==> src/rtl/rop3_stream.sv <==
// Streaming ROP3 evaluator: two-stage valid/ready pipeline computing any of the 256 ternary
// raster ops per bit lane, with per-frame beat counting on the output side.
module rop3_stream #(
  parameter int unsigned N      = 8,
  parameter bit          LEGACY = 1'b0,
  parameter int unsigned CNT_W  = 16
) (
  input  logic             clk,
  input  logic             rst,
  input  logic             in_valid,
  output logic             in_ready,
  input  logic [N-1:0]     in_p,
  input  logic [N-1:0]     in_s,
  input  logic [N-1:0]     in_d,
  input  logic [7:0]       in_mode,
  input  logic             in_last,
  output logic             out_valid,
  input  logic             out_ready,
  output logic [N-1:0]     out_result,
  output logic             out_last,
  output logic [CNT_W-1:0] frame_len,
  output logic             frame_done
);

  logic             s1_v_q, s2_v_q;
  logic [N-1:0]     s1_p_q, s1_s_q, s1_d_q;
  logic [7:0]       s1_mode_q;
  logic             s1_last_q;
  logic [N-1:0]     s2_result_q;
  logic             s2_last_q;
  logic [CNT_W-1:0] cnt_q, frame_len_q;
  logic             frame_done_q;

  logic             s2_free, s1_free, in_hs, out_hs;
  logic             mode_ok;
  logic [7:0]       eff_mode;
  logic [N-1:0]     result_d;

  always_comb begin
    s2_free = ~s2_v_q | out_ready;
    s1_free = ~s1_v_q | s2_free;
    in_hs   = in_valid & s1_free;
    out_hs  = s2_v_q & out_ready;
  end

  always_comb begin
    case (s1_mode_q)
      8'h00, 8'h11, 8'h33, 8'h44, 8'h55, 8'h5A, 8'h66, 8'h88,
      8'hBB, 8'hC0, 8'hCC, 8'hEE, 8'hF0, 8'hFB, 8'hFF: mode_ok = 1'b1;
      default:                                         mode_ok = 1'b0;
    endcase
  end

  // Each result bit selects one bit of the mode byte, indexed by {p,s,d} with p as MSB.
  always_comb begin
    eff_mode = (LEGACY && !mode_ok) ? 8'h00 : s1_mode_q;
    result_d = '0;
    for (int i = 0; i < int'(N); i++) begin
      result_d[i] = eff_mode[{s1_p_q[i], s1_s_q[i], s1_d_q[i]}];
    end
  end

  always_ff @(posedge clk) begin
    if (rst) begin
      s1_v_q       <= 1'b0;
      s1_p_q       <= '0;
      s1_s_q       <= '0;
      s1_d_q       <= '0;
      s1_mode_q    <= '0;
      s1_last_q    <= 1'b0;
      s2_v_q       <= 1'b0;
      s2_result_q  <= '0;
      s2_last_q    <= 1'b0;
      cnt_q        <= '0;
      frame_len_q  <= '0;
      frame_done_q <= 1'b0;
    end else begin
      if (s1_free) begin
        s1_v_q <= in_valid;
      end
      if (in_hs) begin
        s1_p_q    <= in_p;
        s1_s_q    <= in_s;
        s1_d_q    <= in_d;
        s1_mode_q <= in_mode;
        s1_last_q <= in_last;
      end
      // Stage 2 reloads in the same cycle it hands off, so there is no bubble.
      if (s2_free) begin
        s2_v_q <= s1_v_q;
        if (s1_v_q) begin
          s2_result_q <= result_d;
          s2_last_q   <= s1_last_q;
        end
      end
      frame_done_q <= out_hs & s2_last_q;
      if (out_hs) begin
        if (s2_last_q) begin
          frame_len_q <= cnt_q + CNT_W'(1);
          cnt_q       <= '0;
        end else begin
          cnt_q <= cnt_q + CNT_W'(1);
        end
      end
    end
  end

  assign in_ready   = s1_free;
  assign out_valid  = s2_v_q;
  assign out_result = s2_result_q;
  assign out_last   = s2_last_q;
  assign frame_len  = frame_len_q;
  assign frame_done = frame_done_q;

endmodule
==> config.mk <==
export PLATFORM = sky130hd
export DESIGN_NAME = rop3_stream
export DESIGN_NICKNAME = d
export VERILOG_FILES = /design/src/rtl/rop3_stream.sv
export SDC_FILE = /design/constraint.sdc
export NUM_CORES = 1
export LEC_CHECK = 0
export BUFFER_PORTS_ARGS = -buffer_cell sky130_fd_sc_hd__buf_4
export CAP_MARGIN = 20
export CELL_PAD_IN_SITES_DETAIL_PLACEMENT = 1
export CELL_PAD_IN_SITES_GLOBAL_PLACEMENT = 1
export CORE_MARGIN = 5
export CORE_UTILIZATION = 41
export CTS_CLUSTER_DIAMETER = 30
export CTS_CLUSTER_SIZE = 28
export DETAILED_ROUTE_END_ITERATION = 8
export GPL_TIMING_DRIVEN = 0
export PLACE_DENSITY_LB_ADDON = 0.1
export SYNTH_ARGS = -nofsm -noshare
export SYNTH_HDL_FRONTEND = slang
export SYNTH_SLANG_ARGS = --single-unit
==> constraint.sdc <==
create_clock -name clk -period 2.34 [get_ports clk]
set_input_delay 0.351 -clock clk [delete_from_list [all_inputs] [get_ports clk]]
set_output_delay 0.351 -clock clk [all_outputs]
set_load 0.005 [all_outputs]
* Word-level counts from Yosys, hierarchy flattened
Index checks and enable logic that the tools add are counted.
** Operators by class
- $add $sub $neg :: 1
- Multiply operators :: 0
- Div/mod/pow operators :: 0
- $lt $le $gt $ge :: 8
- Eq/ne operators :: 0
- Shifts and indexed selects :: 0
- Multiplexer cells :: 17
- Bitwise operators :: 7
- Reductions and logical operators :: 2
** Operator list (count)
- $lt 3x4->1 const B :: 8
- $bmux 1 s3 :: 8
- $add 16x1->16 const B :: 1
- $mux 16 :: 1
- $mux 1 :: 8
- $reduce_and 2->1 :: 2
- $and 1x1->1 :: 3
- $not 1->1 :: 2
- $or 1x1->1 :: 2
** Word-level totals
- Flip-flop bits (word level) :: 77
- Bits in latches :: 0
- Bits in writable memories :: 0
- Bits in read-only memories :: 0
- Input bits :: 37
- Output and inout bits :: 28
- Memories :: 0

* Depth between registers and ports, before layout
- Word-level depth :: 4
- Gate-level depth with buffers :: 6
- Mapped depth without buffers :: 5

* Least setup slack after synthesis
Ideal clock, no wire load.
- Kind :: register to register
- Start point :: register cnt_q[0]
- End point :: register cnt_q[14]
- Setup time :: 0.074 ns
- Arrival :: 1.885 ns
- Required time :: 2.266 ns
- Setup slack :: 0.380 ns
- Stages on the path, launching flop included :: 6
- Clock period less this slack :: 1.960 ns
- Cell sequence :: dfxtp_1 ha_1 and4_4 or4b_4 or4_1 a31oi_1
** Between the ends
- Cells in the longest elaborated chain, start to end :: 2
** RTL lines
- from (decl) :: line 31 : logic [CNT_W-1:0] cnt_q, frame_len_q;
- from (signal assigned) :: line 102 : cnt_q <= cnt_q + CNT_W'(1);
- $add 16x1->16 :: line 102
- $mux 16 :: line 98 : if (s2_last_q) begin
Every way passes these cells.
A chain may end at the register's enable or synchronous reset.

* Worst setup path in the final report
- Start point :: register cnt_q[1]
- End point :: register cnt_q[14]
The elaborated chain is that of the path after synthesis.

==> summary.md <==
| Metric | Value |
|---|---|
| Status | completed |
| Async S/R FF share, synth | 0 |
| Slowest cell on crit path | or4b_4 |
| Io pins | 65 |
| Hold Buf Count CTS | 0 |
| Setup CP Type | reg -> reg |
| Pleak | 0.00160 µW |
| Maximum vdd drop | between 0.2 and 0.25 mV |
| Sw Pwr | 684 µW |
| Clock power share | 0.376 |
| Sequential power share | 0.522 |
| Post-Syn Area | 3550 µm² |
| CP Max Fanout | 5 |
| Ant. Diodes | 0 |
| Initial Util | 0.413 |
| Pin count of the biggest net entering global routing | 13 |
| Die Footprint | 10600 µm² |
| Setup Skew | 0.00975 ns |
| Sequential element share of the synthesized area | 0.435 |
| Number of DRC markers in iteration 0 | 90 |
| DR vias | 3159 |
| #FFs+latches synth | a little under 80 |
| Crit end category | flop |
| Number of max-cap violations | 0 |
| Gate Count Post-Synth | 400 |
| Worst endpoint data arrival time | roughly 2.5 ns |
| Post-place setup slack | ~0.11 ns |
| Layout Cells excl Fill | 586 |
| Reg-to-Reg Start | cnt_q[1]$_SDFFE_PP0N_ |
| Layout cell share with drive strength beyond 1 | 0.222 |
| Final Power | 2740 µW |
| Worst setup SP type | flop |
| YS warnings | 0 |
| WHS | 0.249 ns |
| Die width | roughly 100 µm |
| Fillers | about 1100 |
| CTS Buffer Depth | 2 |
| I/O Buffers | 63 |
| HP Start | in_p[7] |
| Mapped Nets | between 400 and 500 |
| Tot GR Track Use | 0.200 |
| Hold Path Depth | 3 |
| Slew Viols, Final | 0 |
| Post-synth top cells | nand2_1, dfxtp_1, a21oi_1, nor2_1, clkbuf_1 |
| # setup viols final | 0 |
| Nets | 512 |
| Die Span Y | 103 µm |
| Distinct cell type count after synthesis | 39 |
| Initial DRT Pass Iterations | 4 |
| Reg clk slew, reported paths | 0.08 ns |
| Area Overhead vs Synth | 22.8% |
| R2r setup slk | roughly 0.15 ns |
| DRT antenna net count | 0 |
| RSZ-0062 raised after global routing | no |
| Fmax | 457 MHz |
| Final wirelength | 10.1 mm |
| Clock sinks | 77 |
| Register Area | 1540 µm² |
| Gate power share | 0.102 |
| Multi-input gate area | roughly 1900 µm² |
| FF-to-FF path depth | 5 |
| Clk_lat worst skew | around 0.35 ns |
| Crit path largest cell delay | 0.49 ns |
| Net Sw Frac | 0.250 |
| Vias per cell | 5.39 |
| PD cells | 628 nW/µm² |
| Fin. Hold Viols | 0 |
| Placer Congestion | 0.791 |
| Final setup margin | 0.153 ns |
| Synth Flop Type | dfxtp_1 |
| Initial antenna violation count | 0 |
| Most frequent cell after synthesis | nand2_1 |
| Top-area cell type share of the netlist area | 0.435 |
| WP data required | 2.61 ns |
| DP HPWL | 7.55 mm |
| CTS root buf | clkbuf_8 |
| Total negative slack | 0 ns |
| Syn avg cell area | 8.86 µm² |
| H-tree levels | 3 |
| WHS Endpoint | s1_p_q[7]$_SDFFE_PP0P_ |
| Rows | 34 |
| Cell taking the most area after synthesis | dfxtp_1 |
| Crit Reg-Reg Endpoint | cnt_q[14]$_SDFFE_PP0N_ |
| Period utilization | 0.935 |
| WL/cell | 17.3 µm |
| Worst slew margin | 0.550 |
| Drc violations | 0 |
| Global-route wire length before repair | between 15 and 20 mm |
| Remaining Overflow, GRT | 0 |
| Worst Tran Pin Value | between 0.6 and 0.7 ns |
| CTS tree | done |
| TritonCTS Buffers | 9 |
| Top cells by area, synth | dfxtp_1, mux4_2, nand2_1, a21oi_1, a211oi_1 |
| EDFF count, synth | 0 |
| Vias in the first global route | 3187 |
| Post-layout min period | ~2.2 ns |
| Cell count after placement | 571 |
| Hold Path Class | in -> reg |
| Core area | 8590 µm² |
| CP cell instances | ha_1 -> and4_4 -> or4b_4 -> or4_1 -> a31oi_1 |
| P_int | around 2100 µW |
[critical path, delay by kind of cell (launching register included)]
family,cells,cell delay (ns)
flops,1,0.44
simple gates,3,1.21
compound gates,1,0.18
fa+ha+maj,1,0.29
[sequential cells by signal, summed over array words and instances, names as in the netlist]
register    cells
s1_last_q       1
frame_done      1
s1_p_q          8
s1_s_q          8
s1_d_q          8
eff_mode        8
frame_len      16
out_result      8
s1_v_q          1
out_valid       1
cnt_q          16
out_last        1
[cell families (layout without fill, tap and decap cells)]
kind of cell               Yosys count  count (layout)  share of synthesized area
buffers and inverters               33             111                     0.0360
and+or+nand+nor                    169             169                      0.223
AOI/OAI and AO/OA                   78              78                      0.132
xor gates and xnor gates            13              13                     0.0321
adders and majority gates            1               1                    0.00353
muxes                               29              29                      0.138
DFF                                 77              77                      0.435
[power by group through the flow]
stage	clock (µW)	combinational [µW]	sequential, µW
3_3_place_gp	0	274	1450
6_report	1030	280	1430
3_5_place_dp	0	283	1460
2_1_floorplan	0	169	1440
4_1_cts	1050	285	1430
5_1_grt	1110	311	1430
[per-layer routing]
metal,global-route usage,share of wire
met1,0.284,0.49
met2,0.309,0.45
met3,0.0311,0.041
met4,0.0687,0.015
met5,0,0
[area by class of cell]
type                            instances  area share
Multi-Input combinational cell        290       0.431
Sequential cell                        77       0.354
Timing Repair Buffer                   63       0.109
Clock buffer                           11      0.0348
Tap cell                              108      0.0310
Buffer                                 30      0.0267
Clock inverter                          4      0.0109
Inverter                                3     0.00259
[repair_timing]
item                                    4_1_cts  5_1_grt
resized for setup                             0        1
endpoints found under the setup margin        0        1
buffers inserted                              0        0
[worst max-delay path by stage]
stage | start | to
after floorplan | cnt_q[0]$_SDFFE_PP0N_ | cnt_q[14]$_SDFFE_PP0N_
after global placement | cnt_q[0]$_SDFFE_PP0N_ | cnt_q[14]$_SDFFE_PP0N_
after detailed placement | cnt_q[0]$_SDFFE_PP0N_ | cnt_q[14]$_SDFFE_PP0N_
after CTS | cnt_q[0]$_SDFFE_PP0N_ | cnt_q[14]$_SDFFE_PP0N_
after global routing | cnt_q[1]$_SDFFE_PP0N_ | cnt_q[14]$_SDFFE_PP0N_
final | cnt_q[1]$_SDFFE_PP0N_ | cnt_q[14]$_SDFFE_PP0N_
[layout by cell type, fill, tap and decap left out, drive strengths merged, types with 4 or more instances in the layout]
cell and count:
xnor2 7, buf 71, clkbuf 33, nand3b 6, nand4 5, mux2i 13
nand2 88, dfxtp 77, a21oi 42, nor3 7, or4 4, nand3 4
a211oi 21, nor2 33, mux4 16, a31oi 8, or3b 4, xor2 6
[per-stage QoR]
| stage | util | instance area, µm² |
|---|---|---|
| after global placement | 0.483 | 4150 |
| after detailed placement | 0.483 | 4150 |
| after floorplan | - | 3550 |
| after global routing | 0.507 | 4350 |
| after CTS | 0.507 | 4350 |
| final | 0.507 | 4350 |
No activity file was read; power rests on OpenSTA's default activity.
